## src/rtl/clken_frac_gen.sv

```systemverilog
// Fractional clock-enable generator: per-channel num/den phase accumulators gated by a lock-settle FSM.
// Optional CLKEN_WRAP_ALIGN_EN defers writes to running channels until their next enable pulse.
module clken_frac_gen #(
  parameter int CHANNELS   = 4,
  parameter int ACC_W      = 16,
  parameter int SETTLE_CYC = 256
) (
  input  logic                clkin,
  input  logic                reset,
  input  logic                lock,
  input  logic                cfg_valid,
  output logic                cfg_ready,
  input  logic [2:0]          cfg_ch,
  input  logic [ACC_W-1:0]    cfg_num,
  input  logic [ACC_W-1:0]    cfg_den,
  output logic [CHANNELS-1:0] clken,
  output logic                ready,
  output logic [1:0]          o_dbg_state
);

  typedef enum logic [1:0] {WAIT_LOCK = 2'd0, SETTLE = 2'd1, RUN = 2'd2} state_t;

  state_t              r_state;
  logic                r_lock_s1;
  logic                r_lock_s2;
  logic                r_ready;
  logic [15:0]         r_settle_cnt;
  logic [ACC_W-1:0]    r_num [0:CHANNELS-1];
  logic [ACC_W-1:0]    r_den [0:CHANNELS-1];
  logic [ACC_W-1:0]    r_acc [0:CHANNELS-1];
  logic [CHANNELS-1:0] r_clken;

  logic [ACC_W:0]      w_sum     [0:CHANNELS-1];
  logic [ACC_W-1:0]    w_acc_nxt [0:CHANNELS-1];
  logic [CHANNELS-1:0] w_clk_nxt;
  logic [CHANNELS-1:0] w_load;
  logic [CHANNELS-1:0] w_apply;
  logic [ACC_W-1:0]    w_apply_num;
  logic [ACC_W-1:0]    w_apply_den;
  logic                w_stay_run;
  logic                w_wr;
  logic                w_hold;

  // cfg handshake: a write is taken on a rising edge with cfg_valid=1 and cfg_ready=1;
  // while cfg_ready=0 the cfg_* inputs are ignored.
  assign w_stay_run = (r_state == RUN) && r_lock_s2;
  assign w_wr       = cfg_valid && cfg_ready;

  always_comb begin
    w_clk_nxt = '0;
    for (int c = 0; c < CHANNELS; c++) begin
      w_sum[c]     = {1'b0, r_acc[c]} + {1'b0, r_num[c]};
      w_acc_nxt[c] = '0;
      if (r_den[c] != '0) begin
        if (r_num[c] >= r_den[c]) begin
          w_clk_nxt[c] = 1'b1;
        end else if (w_sum[c] >= {1'b0, r_den[c]}) begin
          w_acc_nxt[c] = ACC_W'(w_sum[c] - {1'b0, r_den[c]});
          w_clk_nxt[c] = 1'b1;
        end else begin
          w_acc_nxt[c] = w_sum[c][ACC_W-1:0];
        end
      end
    end
  end

  always_comb begin
    w_load = '0;
    for (int c = 0; c < CHANNELS; c++) begin
      w_load[c] = w_wr && !w_hold && (cfg_ch == 3'(c));
    end
  end

`ifdef CLKEN_WRAP_ALIGN_EN
  logic             r_pend;
  logic [2:0]       r_pend_ch;
  logic [ACC_W-1:0] r_pend_num;
  logic [ACC_W-1:0] r_pend_den;
  logic             w_tgt_busy;
  logic             w_pend_pulse;

  always_comb begin
    w_tgt_busy = 1'b0;
    for (int c = 0; c < CHANNELS; c++) begin
      if ((cfg_ch == 3'(c)) && (r_den[c] != '0)) w_tgt_busy = 1'b1;
    end
  end

  assign w_hold = w_wr && w_stay_run && w_tgt_busy;

  // The held write lands right after the target's pulse, or at once if RUN is being left.
  always_comb begin
    w_apply      = '0;
    w_pend_pulse = 1'b0;
    for (int c = 0; c < CHANNELS; c++) begin
      if (r_pend_ch == 3'(c)) w_pend_pulse = r_clken[c];
    end
    for (int c = 0; c < CHANNELS; c++) begin
      if (r_pend_ch == 3'(c)) w_apply[c] = r_pend && (w_pend_pulse || !w_stay_run);
    end
  end

  always_ff @(posedge clkin or posedge reset) begin
    if (reset) begin
      r_pend     <= 1'b0;
      r_pend_ch  <= '0;
      r_pend_num <= '0;
      r_pend_den <= '0;
    end else if (|w_apply) begin
      r_pend <= 1'b0;
    end else if (w_hold) begin
      r_pend     <= 1'b1;
      r_pend_ch  <= cfg_ch;
      r_pend_num <= cfg_num;
      r_pend_den <= cfg_den;
    end
  end

  assign w_apply_num = r_pend_num;
  assign w_apply_den = r_pend_den;
  assign cfg_ready   = ~reset & ~r_pend;
`else
  assign w_hold      = 1'b0;
  assign w_apply     = '0;
  assign w_apply_num = '0;
  assign w_apply_den = '0;
  assign cfg_ready   = ~reset;
`endif

  always_ff @(posedge clkin or posedge reset) begin
    if (reset) begin
      r_state      <= WAIT_LOCK;
      r_lock_s1    <= 1'b0;
      r_lock_s2    <= 1'b0;
      r_ready      <= 1'b0;
      r_settle_cnt <= '0;
      r_clken      <= '0;
      for (int c = 0; c < CHANNELS; c++) begin
        r_num[c] <= '0;
        r_den[c] <= '0;
        r_acc[c] <= '0;
      end
    end else begin
      r_lock_s1 <= lock;
      r_lock_s2 <= r_lock_s1;
      case (r_state)
        WAIT_LOCK: begin
          r_ready <= 1'b0;
          if (r_lock_s2) begin
            r_state      <= SETTLE;
            r_settle_cnt <= '0;
          end
        end
        SETTLE: begin
          if (!r_lock_s2) begin
            r_state <= WAIT_LOCK;
            r_ready <= 1'b0;
          end else if (r_settle_cnt == 16'(SETTLE_CYC - 1)) begin
            r_state <= RUN;
            r_ready <= 1'b1;
          end else begin
            r_settle_cnt <= r_settle_cnt + 16'd1;
          end
        end
        RUN: begin
          if (!r_lock_s2) begin
            r_state <= WAIT_LOCK;
            r_ready <= 1'b0;
          end
        end
        default: begin
          r_state <= WAIT_LOCK;
          r_ready <= 1'b0;
        end
      endcase
      for (int c = 0; c < CHANNELS; c++) begin
        if (w_apply[c]) begin
          r_num[c]   <= w_apply_num;
          r_den[c]   <= w_apply_den;
          r_acc[c]   <= '0;
          r_clken[c] <= 1'b0;
        end else if (w_load[c]) begin
          r_num[c]   <= cfg_num;
          r_den[c]   <= cfg_den;
          r_acc[c]   <= '0;
          r_clken[c] <= 1'b0;
        end else if (w_stay_run) begin
          r_acc[c]   <= w_acc_nxt[c];
          r_clken[c] <= w_clk_nxt[c];
        end else begin
          r_acc[c]   <= '0;
          r_clken[c] <= 1'b0;
        end
      end
    end
  end

  assign clken       = r_clken;
  assign ready       = r_ready;
  assign o_dbg_state = r_state;

endmodule

```

## config.mk

```make
export PLATFORM = sky130hd
export DESIGN_NAME = clken_frac_gen
export DESIGN_NICKNAME = d
export VERILOG_FILES = /design/src/rtl/clken_frac_gen.sv
export SDC_FILE = /design/constraint.sdc
export NUM_CORES = 1
export LEC_CHECK = 0
export ABC_AREA = 1
export CORE_MARGIN = 1
export CORE_UTILIZATION = 45
export CTS_BUF_LIST = sky130_fd_sc_hd__clkbuf_4 sky130_fd_sc_hd__clkbuf_8
export CTS_CLUSTER_DIAMETER = 40
export CTS_CLUSTER_SIZE = 40
export DETAILED_ROUTE_END_ITERATION = 10
export PLACE_DENSITY = 0.61
export RECOVER_POWER = 50
export SYNTH_ARGS = -nofsm -noshare
export SYNTH_HDL_FRONTEND = slang
export SYNTH_SLANG_ARGS = --single-unit
```

## constraint.sdc

```tcl
create_clock -name clkin -period 14.85 [get_ports clkin]
set_input_delay 1.485 -clock clkin [delete_from_list [all_inputs] [get_ports clkin]]
set_output_delay 1.485 -clock clkin [all_outputs]
set_load 0.02 [all_outputs]
```

* Word level (Yosys, flattened, before mapping) *
Cells that the tools add are included.

word-level totals
  register bits after elaboration = 217
  bits in latches = 0
  memory bits (writable) = 0
  ROM bits = 0
  bits of input ports = 39
  output and inout bits = 8
  word-level logic and storage cells = 116
  memories kept = 0

operators by class
  $add $sub $neg = 9
  multiply operators = 0
  divide/modulo/power cells = 0
  $lt $le $gt $ge = 8
  equal/unequal tests = 11
  shifts and indexed selects = 0
  multiplexer cells = 53
  bitwise gates (word level) = 1
  reduce and logical (&&, ||, !) cells = 16

operator list
  operator                                        count
  2-to-1 mux 16 bit                               23
  adder 16 x 16 -> 17 bit                         4
  >= comparator 17 x 16 -> 1 bit                  4
  >= comparator 16 bit                            4
  nonzero test 16 bit                             4
  subtractor 16 bit                               4
  one-hot mux 16 bit (2 select lines)             1
  2-to-1 mux 1 bit                                23
  adder 16 x 1 -> 16 bit, second input constant   1
  == test 16 x 8 -> 1 bit, second input constant  1
  2-to-1 mux 2 bit                                4
  inequality test 2 bit, second input constant    4
  == test 3 x 2 -> 1 bit, second input constant   2
  logical AND 1 bit                               6
  one-hot mux 2 bit (3 select lines)              1
  AND reduction 4 bit                             1
  == test 3 x 1 -> 1 bit, second input constant   1
  logical NOT 3 bit                               1
  inequality test 3 bit, second input constant    1
  AND reduction 3 bit                             1
  == test 2 x 1 -> 1 bit, second input constant   1
  == test 2 bit, second input constant            1
  logical NOT 2 bit                               1
  one-hot mux 1 bit (2 select lines)              1
  3 further kinds                                 3

* Depth between registers and ports, before layout *
Gate-level depths: netlist of the first run.

  depth after elaboration = 7
  depth in mapped cells = 25
  mapped depth without buffers = 25

* Least setup slack after synthesis of the first run *
No wires, ideal clock.

  kind = input-to-output
  start point = input port reset
  end point = output port cfg_ready
  arrival time = 6066 ps
  data required time = 13365 ps
  path slack = 7299 ps
  stages on the path = 1
  buffers on the path = 0
  cell sequence = inv_1

on the way
  word-level cells in the longest chain between the ends = 1

ends and longest elaborated chain
  what            line  text
  from (decl)     9     input logic reset,
  inverter 1 bit  127   assign cfg_ready = ~reset;
  to (decl)       12    output logic cfg_ready,

No other way between the ends.

==> results.sh, run 1 <==
export IMPL_status="finished with violations"
export IMPL_failed_checks="capacitance limit, slew limit"
export IMPL_first_global_vias=15800
export IMPL_max_freq_mhz=133
export IMPL_vias=16900
export IMPL_first_iter_violations=1011
export IMPL_power_total_uw=2780
export IMPL_path_class="input port to async pin"
export IMPL_die_y_um=203
export IMPL_power_per_cell_area_nw_per_um2=139
export IMPL_synthAdderAreaFrac=0.142
export IMPL_viasPerCell=5.11
export IMPL_yosysUniqueCellTypes=46
export IMPL_drv_cap=5
export IMPL_yosys_area_share_xor_xnor=0.0304
export IMPL_grt_setup_unrepaired="no"
export IMPL_start_util=0.457
export IMPL_ant_nets=0
export IMPL_tns_ps=0
export IMPL_wl_um=52300
export IMPL_hold_depth=0
export IMPL_dpl_cell_area_sq_um=19000
export IMPL_cpPeakStageDelay_ps=3240
export IMPL_critPathLaunchType="input port"
export IMPL_vdd_drop_max_uv=95.5
export IMPL_nFillCells=4066
export IMPL_skew_ps=46.9
export IMPL_leakage_uw=0.0111
export IMPL_antenna_found_initial=1
export IMPL_cts_hold_buf=0
export IMPL_hold_viol_final=0
export IMPL_dr_pass1_iters=6
export IMPL_cts_buffers_inserted=46
export IMPL_synthSimpleGateAreaFrac=0.326
export IMPL_cts_root_buf="clkbuf_8"
export IMPL_clk_path_buf_depth=3
export IMPL_crit_chain="dlygate4sd3_1 -> clkinvlp_2 -> clkbuf_1 -> buf_4"
export IMPL_die_w_um=203
export IMPL_period_needed_ps=7530
export IMPL_p_sw_uw=1270
export IMPL_cpMaxStageDelayCell="clkbuf_1"
export IMPL_cp_required_ps=15420
export IMPL_clkTransAtPathRegs_ps=60
export IMPL_cts_htree_levels=2
export IMPL_n_antenna_cell=0
export IMPL_synthFlopType="dfrtp_1"
export IMPL_ys_ff_latch=217
export IMPL_tritoncts="done"
export IMPL_syn_instance_count=2690
export IMPL_path_max_fanout=83
export IMPL_final_nets=2980
export IMPL_final_area_sq_um=20000
export IMPL_synth_area_per_cell_sq_um=6.75
export IMPL_pin_count=47
export IMPL_synth_cell_area_sq_um=18200
export IMPL_setup_ws_ps=7320
export IMPL_setup_violations_final=0
export IMPL_final_common_cell="nand2_1"
export IMPL_synth_async_sr_flop_share=1.00
export IMPL_drc=0
export IMPL_synth_nets=2930
export IMPL_seqPwrFrac=0.273
export IMPL_synthMuxAreaShare=0
export IMPL_layout_common_cells="nand2_1 (859), inv_1 (400), nor2_1 (229)"
export IMPL_dp_cells=3217
export IMPL_cts_sinks=217
export IMPL_gp_congestion=0.948
export IMPL_cts_resized_gates=0
export IMPL_combinationalPowerShare=0.472
export IMPL_path_buf_inv=4
export IMPL_synth_compound_area_frac=0.102
export IMPL_endpoint_kind="async pin"
export IMPL_reg2reg_depth=21
export IMPL_grt_util_all_layers=0.261
export IMPL_grt_ovfl_total=0
export IMPL_finalNonFillerCells=3300
export IMPL_slew_viol_final=341
export IMPL_synth_top_family_by_area="simple AND/OR/NAND/NOR gates"
export IMPL_synth_top_area_share=0.299
export IMPL_period_share=0.507
export IMPL_slew_headroom=-1.99
export IMPL_die_area_sq_um=41200
export IMPL_clkPwrFrac=0.255
export IMPL_critPathTopFamily="buffers and inverters"
export IMPL_synth_edf_count=0
export IMPL_wl_per_cell_um=15.9
export IMPL_worstPathArrival_ps=8110
export IMPL_yosysWarnings=0
export IMPL_syn2layout_area_growth_pct=10.2
export IMPL_ys_seq_area_frac=0.299
export IMPL_synth_top_area_cell="dfrtp_1"
export IMPL_power_internal_uw=1520
export IMPL_drive_gt1_frac=0.0501
export IMPL_switching_share=0.456
export IMPL_clkLatencyLatePin_ps=630
export IMPL_hold_class="flip-flop to flip-flop"
export IMPL_r2r_slack_ps=11000
export IMPL_dp_slack_ps=10290
export IMPL_grt_pass1_wl_um=84200
export IMPL_port_buffers=46
export IMPL_grt_max_degree=84
export IMPL_tightest_slew_ps=4490
export IMPL_critical_path_depth=4
export IMPL_num_rows=73
export IMPL_cts_setup_buffers=0
export IMPL_core_sq_um=39700
export IMPL_ys_top_cells_by_area="dfrtp_1 (30%), nand2_1 (18%), ha_1 (13%)"
export IMPL_dpl_hpwl_um=41600
## per-stage QoR
step,hold slack (ps),util
after floorplan,331,-
after global placement,345,0.479
after detailed placement,341,0.479
after CTS,365,0.505
after global routing,379,0.504
final,365,0.504
## power groups by stage
stage,clock network (uW),logic [uW],registers (uW)
finish,711,1320,759
detailed placement,0,1300,769
global route,756,1510,768
global placement,0,1290,769
CTS,729,1310,759
floorplan,0,1030,726
## final timing paths
check / startpoint / end
max in group clkin: reset / r_acc[23]
min in group asynchronous: reset / r_settle_cnt[15]
setup reg to reg: r_num[16] / clken[2]
hold / removal: r_lock_s1 / r_lock_s2
setup / recovery: reset / r_den[63]
hold reg to reg: r_lock_s1 / r_lock_s2
## cell usage after synthesis, types with 5 or more instances
| library cell | instances |
|---|---|
| a21oi_1 | 156 |
| and2_1 | 6 |
| buf_4 | 6 |
| buf_6 | 11 |
| clkbuf_1 | 25 |
| dfrtp_1 | 217 |
| fa_1 | 8 |
| ha_1 | 193 |
| inv_1 | 400 |
| inv_2 | 11 |
| nand2_1 | 857 |
| nand2_2 | 9 |
| nand2_4 | 5 |
| nand3_1 | 169 |
| nand3b_1 | 26 |
| nand4_1 | 28 |
| nor2_1 | 229 |
| nor2_2 | 8 |
| nor2_4 | 6 |
| nor3_1 | 19 |
| nor4_1 | 11 |
| o21a_1 | 10 |
| o21ai_0 | 159 |
| o21ai_1 | 13 |
| o21bai_1 | 11 |
| xnor2_1 | 23 |
| xor2_1 | 40 |
## per-layer routing
layer  track usage  vias to the layer above  share of wire
li1              -                     8686              -
met1         0.354                     7710           0.47
met2         0.426                      371           0.46
met3        0.0413                       90          0.047
met4        0.0803                        2          0.026
met5             0                        -        0.00025
## sequential cells by signal (all words and copies together), names as in the netlist
name,count
o_dbg_state,2
r_den,64
r_lock_s2,1
r_num,64
r_acc,64
r_settle_cnt,16
ready,1
r_lock_s1,1
clken,4
## area by class of cell
cell class | instances | area [sq um] | share of cell area
multi-input combinational | 2012 | 10900 | 0.544
sequential | 217 | 5430 | 0.271
inverter | 413 | 1550 | 0.0776
clock buffer | 53 | 717 | 0.0358
tap | 525 | 657 | 0.0328
timing repair buffer | 50 | 483 | 0.0241
clock inverter | 30 | 298 | 0.0149
## cell families (layout without fill, tap and decap cells)
family / after synthesis / after routing
fa+ha+maj: 201 / 201
compound gates: 356 / 356
xor+xnor: 63 / 63
simple gates: 1392 / 1392
flops: 217 / 217
buf+inv: 461 / 546
No activity file was read; power rests on OpenSTA's default activity.
==> inputs of run 2 (changes only) <==
clock period = 6.98 ns   (was 14.85 ns; I/O delays follow)
==> results.sh, run 2 (synthesis results as in run 1) <==
export IMPL_endpoint_kind="flip-flop"
export IMPL_leakage_uw=0.0112
export IMPL_syn2layout_area_growth_pct=11.2
export IMPL_final_nets=2980
export IMPL_final_common_cell="nand2_1"
export IMPL_path_class="input port to flip-flop"
export IMPL_grt_pass1_wl_um=84200
export IMPL_vdd_drop_max_uv=148
export IMPL_drv_cap=1
export IMPL_setup_violations_final=0
export IMPL_critPathLaunchType="input port"
export IMPL_period_share=0.692
export IMPL_critical_path_depth=9
export IMPL_tns_ps=0
export IMPL_nFillCells=4023
export IMPL_max_freq_mhz=207
export IMPL_power_per_cell_area_nw_per_um2=304
export IMPL_slew_headroom=-0.378
export IMPL_worstPathArrival_ps=5380
export IMPL_vias=16900
export IMPL_port_buffers=46
export IMPL_path_buf_inv=2
export IMPL_cts_htree_levels=2
export IMPL_clkTransAtPathRegs_ps=60
export IMPL_cp_required_ps=7530
export IMPL_die_w_um=203
export IMPL_first_iter_violations=1011
export IMPL_grt_setup_unrepaired="no"
export IMPL_gp_congestion=0.983
export IMPL_cts_setup_buffers=0
export IMPL_die_area_sq_um=41200
export IMPL_hold_class="flip-flop to flip-flop"
export IMPL_cts_hold_buf=0
export IMPL_cpPeakStageDelay_ps=1550
export IMPL_tritoncts="done"
export IMPL_num_rows=73
export IMPL_drive_gt1_frac=0.0540
export IMPL_ant_nets=0
export IMPL_die_y_um=203
export IMPL_antenna_found_initial=0
export IMPL_cpMaxStageDelayCell="clkinvlp_2"
export IMPL_wl_per_cell_um=15.8
export IMPL_period_needed_ps=4830
export IMPL_failed_checks="capacitance limit, slew limit"
export IMPL_clkLatencyLatePin_ps=630
export IMPL_start_util=0.457
export IMPL_pin_count=47
export IMPL_skew_ps=23.6
export IMPL_cts_buffers_inserted=48
export IMPL_cts_root_buf="clkbuf_8"
export IMPL_hold_depth=0
export IMPL_grt_ovfl_total=0
export IMPL_reg2reg_depth=25
export IMPL_grt_util_all_layers=0.258
export IMPL_hold_viol_final=0
export IMPL_layout_common_cells="nand2_1 (857), inv_1 (399), nor2_1 (229)"
export IMPL_cts_resized_gates=0
export IMPL_core_sq_um=39700
export IMPL_critPathTopFamily="simple AND/OR/NAND/NOR gates"
export IMPL_status="finished with violations"
export IMPL_grt_max_degree=180
export IMPL_viasPerCell=5.10
export IMPL_clk_path_buf_depth=3
export IMPL_path_max_fanout=65
export IMPL_drc=0
export IMPL_slew_viol_final=41
export IMPL_reg_top3="r_acc x64, r_den x64, r_num x64"
export IMPL_n_antenna_cell=0
export IMPL_dpl_hpwl_um=41500
export IMPL_tightest_slew_ps=2060
export IMPL_hold_slack_ps=352
export IMPL_first_global_vias=16100
export IMPL_crit_chain="dlygate4sd3_1 -> clkinvlp_2 -> nand2_1 -> nor2_1 -> nand2_2 -> nand3_1 -> nor2_2 -> nand2_1 -> nor2_1"
export IMPL_wl_um=52200
export IMPL_dr_pass1_iters=6
export IMPL_cts_sinks=217
-- run 2: cell types whose count changed in the layout (fill, tap and decap cells not counted), moves of 3 or more --
cell             previous run  this run
inv_8                       6        10
bufinv_16                   2         6
clkdlybuf4s50_1            37        44
clkinv_4                    2         7
dlygate4sd3_1               9         2
o21ai_0                   168       159
o21ai_1                     4        13
clkinv_2                    4         1
-- run 2: layout make-up --
cell class                 instances  area [sq um]  area share
inverter                         413          1550      0.0769
sequential                       217          5430       0.269
timing repair buffer              48           488      0.0242
multi-input combinational       2012         10900       0.539
clock inverter                    40           492      0.0243
tap                              525           657      0.0325
clock buffer                      50           682      0.0338
-- run 2: metal layers --
| layer | up-vias | routed length [um] | GRT usage |
|---|---|---|---|
| met1 | 7728 | 24500 | 0.344 |
| met2 | 349 | 24400 | 0.438 |
| li1 | 8689 | - | - |
| met5 | - | 0 | 0 |
| met3 | 86 | 2070 | 0.0326 |
| met4 | 0 | 1340 | 0.0760 |
-- run 2: power by group --
part	leakage (uW)	internal [uW]	switching, uW
combinational	0.00778	1000	1800
sequential	0.00286	1420	189
clock	0.000581	957	764
total	0.0112	3380	2750
-- run 2: final timing paths --
path	from	end	slack, ps
max in group asynchronous	reset	r_acc[25]	4220
max	reset	r_acc[35]	2150
min in group asynchronous	reset	r_num[0]	1080
min reg2reg	r_lock_s1	r_lock_s2	350
min	r_lock_s1	r_lock_s2	350
max reg2reg	r_num[16]	r_acc[30]	2970
-- run 2: through the flow --
stage | utilization | instances | total power [uW] | cell area, sq um | setup slack (ps)
after floorplan | - | 2690 | 3740 | 18200 | 171
after global placement | 0.479 | 3215 | 4370 | 19000 | 3120
after detailed placement | 0.479 | 3215 | 4420 | 19000 | 3000
after CTS | 0.509 | 3305 | 6170 | 20200 | 2980
after global routing | 0.508 | 3305 | 6660 | 20200 | 1510
final | 0.508 | 3305 | 6130 | 20200 | 2150
